--- config.mk ---
export PLATFORM = sky130hd
export DESIGN_NAME = issue_ctrl_flat
export DESIGN_NICKNAME = d
export VERILOG_FILES = /design/src/rtl/issue_ctrl_pkg.sv /design/src/rtl/issue_ctrl_if.sv /design/src/rtl/issue_ctrl_scoreboard.sv /design/src/rtl/issue_ctrl.sv /design/src/flat_wrapper.sv
export SDC_FILE = /design/constraint.sdc
export NUM_CORES = 1
export LEC_CHECK = 0
export CAP_MARGIN = 25
export CORE_ASPECT_RATIO = 1.4
export CORE_MARGIN = 1
export CORE_UTILIZATION = 57
export DETAILED_ROUTE_END_ITERATION = 8
export PLACE_DENSITY = 0.81
export SLEW_MARGIN = 20
export SYNTH_ARGS = -nofsm -noshare
export SYNTH_HDL_FRONTEND = slang
export SYNTH_SLANG_ARGS = --single-unit
--- constraint.sdc ---
create_clock -name iClk -period 3.4 [get_ports iClk]
set_input_delay 0.51 -clock iClk [delete_from_list [all_inputs] [get_ports iClk]]
set_output_delay 0.51 -clock iClk [all_outputs]
set_load 0.05 [all_outputs]
--- src/rtl/issue_ctrl_pkg.sv ---
// Shared types for the issue controller: FSM states, register-file geometry, scoreboard command.
// Pure declarations, no logic.
package issue_ctrl_pkg;

  localparam int cRegAddrW = 5;
  localparam int cNumRegs  = 32;

  typedef enum logic [1:0] {
    RUN   = 2'd0,
    FLUSH = 2'd1,
    DRAIN = 2'd2
  } tIssueState;

  typedef struct packed {
    logic                 set;
    logic [cRegAddrW-1:0] setAddr;
    logic                 clr;
    logic [cRegAddrW-1:0] clrAddr;
  } tScoreboardCmd;

endpackage

--- src/rtl/issue_ctrl_if.sv ---
// Decoder/datapath side of the issue controller: issue handshake, writeback, flush/drain, status.
// master = decoder/datapath driving requests, slave = issue_ctrl.
interface issue_ctrl_if;
  import issue_ctrl_pkg::*;

  logic                 iIssueValid;
  logic                 oIssueReady;
  logic [cRegAddrW-1:0] iRs1Addr;
  logic [cRegAddrW-1:0] iRs2Addr;
  logic                 iUsesRs1;
  logic                 iUsesRs2;
  logic [cRegAddrW-1:0] iRdAddr;
  logic                 iRdWe;
  logic                 iWbValid;
  logic [cRegAddrW-1:0] iWbAddr;
  logic                 iFlush;
  logic                 iDrainReq;
  logic                 oDrained;
  logic [3:0]           oInflight;
  logic [31:0]          oStallCnt;
  logic                 oErr;

  modport master (
    output iIssueValid, iRs1Addr, iRs2Addr, iUsesRs1, iUsesRs2, iRdAddr, iRdWe,
           iWbValid, iWbAddr, iFlush, iDrainReq,
    input  oIssueReady, oDrained, oInflight, oStallCnt, oErr
  );

  modport slave (
    input  iIssueValid, iRs1Addr, iRs2Addr, iUsesRs1, iUsesRs2, iRdAddr, iRdWe,
           iWbValid, iWbAddr, iFlush, iDrainReq,
    output oIssueReady, oDrained, oInflight, oStallCnt, oErr
  );

endinterface

--- src/rtl/issue_ctrl_scoreboard.sv ---
// Busy-register scoreboard with set-over-clear priority and x0 tied idle; lookups are combinational.
// Lookups see the same-cycle writeback bypass; updates land on the next clock edge, no backpressure.
module issue_ctrl_scoreboard
  import issue_ctrl_pkg::*;
(
  input  logic                 iClk,
  input  logic                 iRst,
  input  tScoreboardCmd        cmd,
  input  logic                 byp_vld,
  input  logic [cRegAddrW-1:0] byp_addr,
  input  logic [cRegAddrW-1:0] rs1_addr,
  input  logic [cRegAddrW-1:0] rs2_addr,
  input  logic [cRegAddrW-1:0] rd_addr,
  output logic                 rs1_busy,
  output logic                 rs2_busy,
  output logic                 rd_busy,
  output logic                 byp_busy
);

  logic [cNumRegs-1:0] busy_q;
  logic [cNumRegs-1:0] busy_d;
  logic [cNumRegs-1:0] busy_eff;

  always_comb begin
    busy_d = busy_q;
    if (cmd.clr) busy_d[cmd.clrAddr] = 1'b0;
    if (cmd.set) busy_d[cmd.setAddr] = 1'b1;
    busy_d[0] = 1'b0;
  end

  // Writeback retiring a register this cycle unblocks its readers/writers immediately.
  always_comb begin
    busy_eff = busy_q;
    if (byp_vld) busy_eff[byp_addr] = 1'b0;
  end

  assign rs1_busy = busy_eff[rs1_addr];
  assign rs2_busy = busy_eff[rs2_addr];
  assign rd_busy  = busy_eff[rd_addr];
  assign byp_busy = busy_q[byp_addr];

  always_ff @(posedge iClk or posedge iRst) begin
    if (iRst) busy_q <= '0;
    else      busy_q <= busy_d;
  end

endmodule

--- src/rtl/issue_ctrl.sv ---
// Issue gate between decoder and datapath: hazards, in-flight limit, flush bubbles, drain, stall/error status.
// Ready is combinational in the request cycle; status outputs are registered; decoder is held off via oIssueReady.
module issue_ctrl
  import issue_ctrl_pkg::*;
#(
  parameter int MAX_INFLIGHT = 4,
  parameter int FLUSH_CYCLES = 2
) (
  input  logic         iClk,
  input  logic         iRst,
  issue_ctrl_if.slave  bus
);

  localparam logic [3:0] cMaxInflight = 4'(MAX_INFLIGHT);
  localparam logic [2:0] cFlushLoad   = 3'(FLUSH_CYCLES - 1);

  tIssueState    state_q, state_d;
  logic [2:0]    flush_cnt_q, flush_cnt_d;
  logic [3:0]    inflight_q, inflight_d;
  logic [31:0]   stall_cnt_q, stall_cnt_d;
  logic          err_q, err_d;
  logic          drained_q, drained_d;

  logic          rs1_busy, rs2_busy, rd_busy, wb_busy;
  logic          hazard, issue_rdy, fire, wb_err;
  tScoreboardCmd sb_cmd;

  issue_ctrl_scoreboard u_scoreboard (
    .iClk     (iClk),
    .iRst     (iRst),
    .cmd      (sb_cmd),
    .byp_vld  (bus.iWbValid),
    .byp_addr (bus.iWbAddr),
    .rs1_addr (bus.iRs1Addr),
    .rs2_addr (bus.iRs2Addr),
    .rd_addr  (bus.iRdAddr),
    .rs1_busy (rs1_busy),
    .rs2_busy (rs2_busy),
    .rd_busy  (rd_busy),
    .byp_busy (wb_busy)
  );

  always_comb begin
    hazard    = (bus.iUsesRs1 && rs1_busy) || (bus.iUsesRs2 && rs2_busy) || (bus.iRdWe && rd_busy);
    issue_rdy = !iRst && (state_q == RUN) && !bus.iFlush &&
                ((inflight_q < cMaxInflight) || bus.iWbValid) && !hazard;
    fire      = bus.iIssueValid && issue_rdy;
  end

  always_comb begin
    sb_cmd.set     = fire && bus.iRdWe && (bus.iRdAddr != '0);
    sb_cmd.setAddr = bus.iRdAddr;
    sb_cmd.clr     = bus.iWbValid;
    sb_cmd.clrAddr = bus.iWbAddr;
  end

  always_comb begin
    state_d     = state_q;
    flush_cnt_d = flush_cnt_q;
    case (state_q)
      RUN: begin
        if (bus.iFlush) begin
          state_d     = FLUSH;
          flush_cnt_d = cFlushLoad;
        end else if (bus.iDrainReq) begin
          state_d = DRAIN;
        end
      end
      FLUSH: begin
        if (bus.iFlush)                 flush_cnt_d = cFlushLoad;
        else if (flush_cnt_q == 3'd0)   state_d     = RUN;
        else                            flush_cnt_d = flush_cnt_q - 3'd1;
      end
      DRAIN: begin
        if (!bus.iDrainReq) state_d = RUN;
      end
      default: state_d = RUN;
    endcase
  end

  always_comb begin
    // Writeback to x0 is legal (non-writing instructions retire there); only empty pipe or idle reg is an error.
    wb_err = bus.iWbValid && ((inflight_q == 4'd0) || ((bus.iWbAddr != '0) && !wb_busy));

    inflight_d = inflight_q;
    if (fire && !bus.iWbValid)                           inflight_d = inflight_q + 4'd1;
    else if (bus.iWbValid && !fire && inflight_q != 4'd0) inflight_d = inflight_q - 4'd1;

    err_d = err_q || wb_err;

    stall_cnt_d = stall_cnt_q;
    if (bus.iIssueValid && !issue_rdy && (stall_cnt_q != '1)) stall_cnt_d = stall_cnt_q + 32'd1;

    drained_d = (state_d == DRAIN) && (inflight_d == 4'd0);
  end

  always_ff @(posedge iClk or posedge iRst) begin
    if (iRst) begin
      state_q     <= RUN;
      flush_cnt_q <= '0;
      inflight_q  <= '0;
      stall_cnt_q <= '0;
      err_q       <= 1'b0;
      drained_q   <= 1'b0;
    end else begin
      state_q     <= state_d;
      flush_cnt_q <= flush_cnt_d;
      inflight_q  <= inflight_d;
      stall_cnt_q <= stall_cnt_d;
      err_q       <= err_d;
      drained_q   <= drained_d;
    end
  end

  assign bus.oIssueReady = issue_rdy;
  assign bus.oInflight   = inflight_q;
  assign bus.oStallCnt   = stall_cnt_q;
  assign bus.oErr        = err_q;
  assign bus.oDrained    = drained_q;

endmodule

--- src/flat_wrapper.sv ---
// flat-port wrapper written by rule: the top's interface ports become plain ports
module issue_ctrl_flat import issue_ctrl_pkg::*;
#(
  parameter int MAX_INFLIGHT = 4,
  parameter int FLUSH_CYCLES = 2
)
  (iClk, iRst, bus_iIssueValid, bus_iRs1Addr, bus_iRs2Addr, bus_iUsesRs1, bus_iUsesRs2, bus_iRdAddr, bus_iRdWe, bus_iWbValid, bus_iWbAddr, bus_iFlush, bus_iDrainReq, bus_oIssueReady, bus_oDrained, bus_oInflight, bus_oStallCnt, bus_oErr);
  issue_ctrl_if bus_i ();
  input  logic iClk;
  input  logic iRst;
  input wire logic [$bits(bus_i.iIssueValid)-1:0] bus_iIssueValid;
  input wire logic [$bits(bus_i.iRs1Addr)-1:0] bus_iRs1Addr;
  input wire logic [$bits(bus_i.iRs2Addr)-1:0] bus_iRs2Addr;
  input wire logic [$bits(bus_i.iUsesRs1)-1:0] bus_iUsesRs1;
  input wire logic [$bits(bus_i.iUsesRs2)-1:0] bus_iUsesRs2;
  input wire logic [$bits(bus_i.iRdAddr)-1:0] bus_iRdAddr;
  input wire logic [$bits(bus_i.iRdWe)-1:0] bus_iRdWe;
  input wire logic [$bits(bus_i.iWbValid)-1:0] bus_iWbValid;
  input wire logic [$bits(bus_i.iWbAddr)-1:0] bus_iWbAddr;
  input wire logic [$bits(bus_i.iFlush)-1:0] bus_iFlush;
  input wire logic [$bits(bus_i.iDrainReq)-1:0] bus_iDrainReq;
  output wire logic [$bits(bus_i.oIssueReady)-1:0] bus_oIssueReady;
  output wire logic [$bits(bus_i.oDrained)-1:0] bus_oDrained;
  output wire logic [$bits(bus_i.oInflight)-1:0] bus_oInflight;
  output wire logic [$bits(bus_i.oStallCnt)-1:0] bus_oStallCnt;
  output wire logic [$bits(bus_i.oErr)-1:0] bus_oErr;
  assign bus_i.iIssueValid = bus_iIssueValid;
  assign bus_i.iRs1Addr = bus_iRs1Addr;
  assign bus_i.iRs2Addr = bus_iRs2Addr;
  assign bus_i.iUsesRs1 = bus_iUsesRs1;
  assign bus_i.iUsesRs2 = bus_iUsesRs2;
  assign bus_i.iRdAddr = bus_iRdAddr;
  assign bus_i.iRdWe = bus_iRdWe;
  assign bus_i.iWbValid = bus_iWbValid;
  assign bus_i.iWbAddr = bus_iWbAddr;
  assign bus_i.iFlush = bus_iFlush;
  assign bus_i.iDrainReq = bus_iDrainReq;
  assign bus_oIssueReady = bus_i.oIssueReady;
  assign bus_oDrained = bus_i.oDrained;
  assign bus_oInflight = bus_i.oInflight;
  assign bus_oStallCnt = bus_i.oStallCnt;
  assign bus_oErr = bus_i.oErr;
  issue_ctrl #(.MAX_INFLIGHT(MAX_INFLIGHT), .FLUSH_CYCLES(FLUSH_CYCLES)) u_core (.iClk(iClk), .iRst(iRst), .bus(bus_i));
endmodule
==> impl_metrics.ini, run 1 <==
[cells_and_area]
seq_area_um2 = 1852
fill_cells = 587
num_antenna_cells = 0
final_cells = 816
layout-drive-gt1-share_pct = 27.50
multi_input_area_um2 = 3294
fin_nets = 738
syn_to_final_growth_pct = 34.34
finalInstanceArea_um2 = 7146

[global_routing]
antenna_found_initial = 0
grt_pass1_wl_um = 30710
grt_pass1_vias = 5757
track_usage_pct = 42.02
gr-usage-met1_pct = 44.38
met3_usage_pct = 9.187
grt_util_met2_pct = 72.14
overflow = 0
grt_max_degree = 28
busiest_layer = met2

[status]
status = finished clean

[timing]
hold_viol = 0
worstMarginPinSlew_ps = 684.6
clock_skew_ps = 10.76
slew_headroom_pct = 54.31
tns_ps = 0
min_period_over_period_pct = 98.34
final-setup-viol-count = 0
rsz0062_at_grt = true
period_needed_ps = 3344
maxSlewViolCount = 0
max_freq_ghz = 0.2991

[synthesis]
synth_cells = 559
synth_top_area_share_pct = 34.82
ys_types = 76
seq_area_frac_synth_pct = 34.82
synth_area_leaders = dfrtp_1 35%, mux4_2 4.7%, mux2i_1 4.3%, xor2_1 4.3%, nor4_2 4.2%
synth_edf_count = 0
synth.avg_cell_area_um2 = 9.515
ys_async_sr_fraction_pct = 100.0
synth_most_common_cell = dfrtp_1
synth-seq-cells = 74
ys.flop_type = dfrtp_1
synth_top_area_cell = dfrtp_1
yosys-top-cells-count = 74 x dfrtp_1, 42 x o21ai_1, 35 x nand2_1
syn_nets = 593
synth_warnings = 0
syn-cell-area_um2 = 5319

[worst_setup_path]
crit_arrival_ps = 2830
worst-r2r-setup-slack_ps = 300
r2r-start = u_core.bus.oStallCnt[9]
crit_fanout = 7
worstSetupStartpointType = primary input
cp_cell_sequence = clkbuf_2 -> or4b_4 -> o2111a_1 -> o41ai_2 -> and4b_1 -> and4bb_4 -> o31ai_4 -> nor2_4 -> buf_12
path_class = in2out
cp-end-kind = primary output
required_ps = 2890
r2r_end = u_core.bus.oStallCnt[4]
slowest_delay_ps = 610
reg2regPathDepth = 9
cpMaxStageDelayCell = or4b_4

[detailed_routing]
drc = 0
avgViaCountPerCell = 6.918
drt_wl_total_um = 19620
dr.pass1.iters = 5
wl_per_cell_um = 24.04
vias = 5645
drt_iter0_drc = 471
ant_nets = 0

[floorplanning]
die_area_um2 = 9727
die_h_um = 116.3
die_x_um = 83.64
start_util_pct = 58.91
core_area_um2 = 9029
io_pins = 68
placementRows = 41

[power]
powerDensity_nw_per_um2 = 455.1
power_mw = 3.252
vdd_drop_max_mv = 0.4880
leakagePower_nw = 3.012

[cts]
root_buffer = clkbuf_16
holdBufCountCts = 0
cts_htree_levels = 3
cts_inserted_buffers = 9
clk_latency_ps = 340
clock_sink_count = 74
clkTransAtPathRegs_ps = 60
clock_tree.buffer_depth = 2
cts_tree = done

[place]
place_area_um2 = 6738
gp_congestion = 1.066
dp_cells = 798
dp_hpwl_um = 14500
io_buffers = 67

[min_path]
hold_path_end = u_core.flush_cnt_q[0]
whs_path_depth = 1
hp-start = u_core.flush_cnt_q[0]
hp-class = reg2reg

[flow_run]
cap_violations = 0
-- metrics by stage --
stage / worst slack [ps] / hold slack, ps / utilization, %
floorplan: 173.8 / 439.6 / -
global placement: -571.8 / 450.5 / 74.63
detailed placement: -615.7 / 458.8 / 74.63
CTS: 15.23 / 466.4 / 78.99
global route: -12.02 / 483.4 / 79.14
finish: 56.29 / 464.8 / 79.14
-- where the power goes --
group | leakage, nW | internal [mW] | switching [mW]
registers | 0.973 | 0.984 | 0.112
logic | 1.90 | 0.426 | 0.743
clock network | 0.138 | 0.591 | 0.395
-- layer usage --
layer | wire [um] | vias up
met1 | 6538 | 2668
li1 | - | 2426
met5 | 0 | -
met4 | 1823 | 0
met2 | 9564 | 400
met3 | 1693 | 151
-- worst max path at each step --
stage / from / to / slack (ps) / cells after the start
floorplan: bus_iWbAddr[0] / bus_oIssueReady / 170 / 8
global placement: bus_iWbAddr[0] / u_core.bus.oInflight[1] / -570 / 12
detailed placement: bus_iWbAddr[0] / u_core.bus.oInflight[1] / -620 / 12
CTS: bus_iWbAddr[3] / bus_oIssueReady / 20 / 10
global route: bus_iRs2Addr[2] / u_core.bus.oDrained / -10 / 13
finish: bus_iWbAddr[4] / bus_oIssueReady / 60 / 9
-- cells in the final DEF, fill, tap and decap left out, drive strengths merged, types with 6 or more instances in the layout --
master,count
nand2,35
clkdlybuf4s50,59
a21oi,12
nor2b,8
o21ai,66
nor3,21
nor2,22
nor4,22
nand4,14
xor2,26
and4,7
mux2i,23
o211ai,12
nand3,28
clkbuf,13
dfrtp,74
buf,110
o2111ai,6
inv,23
xnor2,10
mux4,11
-- cell families after synthesis --
family                     Yosys count  synth area share (%)
AOI/OAI and AO/OA                  138                 17.53
DFF                                 74                 34.82
adders and majority gates            5                 1.176
muxes                               38                 9.833
buffers and inverters               63                 5.293
and+or+nand+nor                    205                 25.43
xor gates and xnor gates            36                 5.928
-- layout make-up --
cell class                 count  area share (%)
multi-input combinational    422           46.10
sequential                    74           25.91
timing repair buffer         173           20.59
clock buffer                  11           3.397
tap                          107           1.874
inverter                      24           1.261
clock inverter                 5          0.8580
-- worst max-delay path: cells and delay by family --
family | cells | cell delay [ps]
compound gates | 3 | 700
buf+inv | 2 | 290
simple gates | 4 | 1320
-- timing repair --
item / 4_1_cts / 5_1_grt
endpoints found under the setup margin: 67 / 45
resized for setup: 24 / 20
endpoints found under the hold margin: 0 / 0
buffers inserted: 3 / 0
pin swaps: 4 / 6
-- flip-flops by register name, indices dropped and copies added, names as in the netlist --
name                        count
u_core.u_scoreboard.busy_q     31
u_core.state_q                  2
u_core.bus.oInflight            4
u_core.bus.oErr                 1
u_core.bus.oDrained             1
u_core.flush_cnt_q              3
u_core.bus.oStallCnt           32
(Power assumes the default switching activity.)
==> run 2: changes to the inputs <==
CORE_UTILIZATION = 51   (was 57)
PLACE_DENSITY = 0.76   (was 0.81)
clock period = 3 ns   (was 3.4 ns; I/O delays follow)
==> run 2 against run 1 <==
Effect of this change: the run now ends with negative setup slack left; register-to-register slack worse by 330 ps; clock-buffer cell count down 2; cell count up 9.8%; die area up 12%; via count up 13%; final area up 17%; non-clock buffer count up 51.
==> impl_metrics.ini, run 2 (synthesis gave the netlist of run 1 again) <==
[flow_run]
cap_violations = 0

[cts]
cts_tree = done
cts_htree_levels = 3
clock_tree.buffer_depth = 2
clk_latency_ps = 350
root_buffer = clkbuf_16
clock_sink_count = 74
clkTransAtPathRegs_ps = 60
cts_inserted_buffers = 9

[timing]
maxSlewViolCount = 0
tns_ps = -26910
max_freq_ghz = 0.2852
rsz0062_at_grt = true
min_period_over_period_pct = 116.9
clock_skew_ps = 8.139
final.setup.worst_slack_ps = -506.0
hold_viol = 0
slew_headroom_pct = 30.50
period_needed_ps = 3506
final-setup-viol-count = 69
worstMarginPinSlew_ps = 1040

[floorplanning]
die_h_um = 122.8
die_area_um2 = 10850
core_area_um2 = 10010
start_util_pct = 53.15
die_x_um = 88.31
io_pins = 68
placementRows = 43

[cells_and_area]
final_cells = 896
syn_to_final_growth_pct = 56.76
layout_common_cells = 121 x buf_4, 74 x dfrtp_1, 54 x clkdlybuf4s50_1
finalInstanceArea_um2 = 8338
mostFrequentLayoutCell = buf_4
largest_reg_flops = 32
fin_nets = 789
layout-drive-gt1-share_pct = 40.79

[min_path]
hp-class = reg2reg
whs_path_depth = 1

[place]
dp_slack_ps = -1037
place_area_um2 = 6968
dp_hpwl_um = 14970
dp_cells = 843
io_buffers = 67
gp_congestion = 1.077

[global_routing]
antenna_found_initial = 2
track_usage_pct = 40.76
grt_max_degree = 45
overflow = 0
grt_pass1_vias = 6069
grt_pass1_wl_um = 32360

[detailed_routing]
avgViaCountPerCell = 7.123
ant_nets = 0
drt_wl_total_um = 24930
vias = 6382
drt_iter0_drc = 943
drc = 0
dr.pass1.iters = 5
wl_per_cell_um = 27.83

[worst_setup_path]
cpMaxStageDelayCell = o21ai_0
critPathTopFamily = simple AND/OR/NAND/NOR gates
slowest_delay_ps = 590
reg2regPathDepth = 10
r2r_end = u_core.bus.oStallCnt[12]
setup.worst_path.start = bus_iWbAddr[3]
crit_path_end = bus_oIssueReady
crit_arrival_ps = 3060
crit_top_cell = buf_6
worstSetupStartpointType = primary input
path_class = in2out
cp_cell_sequence = buf_6 -> buf_6 -> buf_6 -> buf_4 -> nand4bb_1 -> o21ai_0 -> nand4_1 -> and4b_1 -> and4bb_4 -> o31ai_4 -> nor2_4 -> buf_12
worst-r2r-setup-slack_ps = -30
path_buf_inv = 5
crit_fanout = 5
cp_num_cells = 12
cp-end-kind = primary output
r2r-start = u_core.bus.oStallCnt[12]
required_ps = 2550

[power]
p_comb_share_pct = 39.7
seqPwrFrac_pct = 31.8
swShare_pct = 40.47
leakagePower_nw = 3.511
p_int_mw = 2.351
clock_power_share_pct = 28.5
vdd_drop_max_mv = 0.3157
powerDensity_nw_per_um2 = 473.6
power_mw = 3.949
switching_power_mw = 1.598

[status]
status = finished, violations left
failed_checks = negative setup slack
[run 2: layout make-up]
type | count | area, um^2
inverter | 24 | 95.09
timing repair buffer | 224 | 2118
fill | 525 | 1669
sequential | 74 | 1852
tap | 135 | 168.9
antenna | 1 | 2.502
clock buffer | 9 | 225.2
clock inverter | 7 | 76.32
multi-input combinational | 422 | 3800
[run 2: through the flow]
stage	hold WS (ps)	util [%]
final	471.7	83.32
after CTS	472.2	76.34
after detailed placement	458.1	69.63
after floorplan	439.6	-
after global placement	451.3	69.63
after global routing	500.6	83.32
[run 2: worst register-to-register path: cells and delay by family (launching register included)]
| kind | cells | cell delay (ps) |
|---|---|---|
| compound gates | 1 | 390 |
| xor+xnor | 1 | 180 |
| buf+inv | 2 | 330 |
| flops | 1 | 490 |
| simple gates | 6 | 1500 |
[run 2: how the worst min path moves through the flow]
stage	slack, ps	startpoint	to
final	470	u_core.bus.oErr	u_core.bus.oErr
after global routing	500	u_core.flush_cnt_q[0]	u_core.flush_cnt_q[0]
after CTS	470	u_core.flush_cnt_q[0]	u_core.flush_cnt_q[0]
after detailed placement	460	u_core.bus.oErr	u_core.bus.oErr
after global placement	450	u_core.flush_cnt_q[0]	u_core.flush_cnt_q[0]
after floorplan	440	u_core.flush_cnt_q[0]	u_core.flush_cnt_q[0]
[run 2: timing repair]
| item | 4_1_cts | 5_1_grt |
|---|---|---|
| endpoints found under the setup margin | 69 | 68 |
| resized for setup | 79 | 111 |
| gates cloned | 2 | 3 |
| hold buffers | 0 | 0 |
| pin swaps | 18 | 68 |
| setup buffers | 15 | 18 |
[run 2: power by group through the flow]
stage	Clock [mW]	Sequential (mW)	Combinational [mW]
6_report	1.13	1.25	1.57
5_1_grt	1.17	1.26	1.66
4_1_cts	1.11	1.24	1.37
3_5_place_dp	0	1.26	1.31
3_3_place_gp	0	1.25	1.26
2_1_floorplan	0	1.51	0.558
[run 2: metal layers]
metal  track usage, %  part of all wire (%)  vias to the layer above
met1            43.27                    32                     3035
met4            29.33                    11                        2
li1                 -                     -                     2527
met3            8.003                   9.7                      249
met2            70.72                    47                      569
met5                0                  0.14                        -
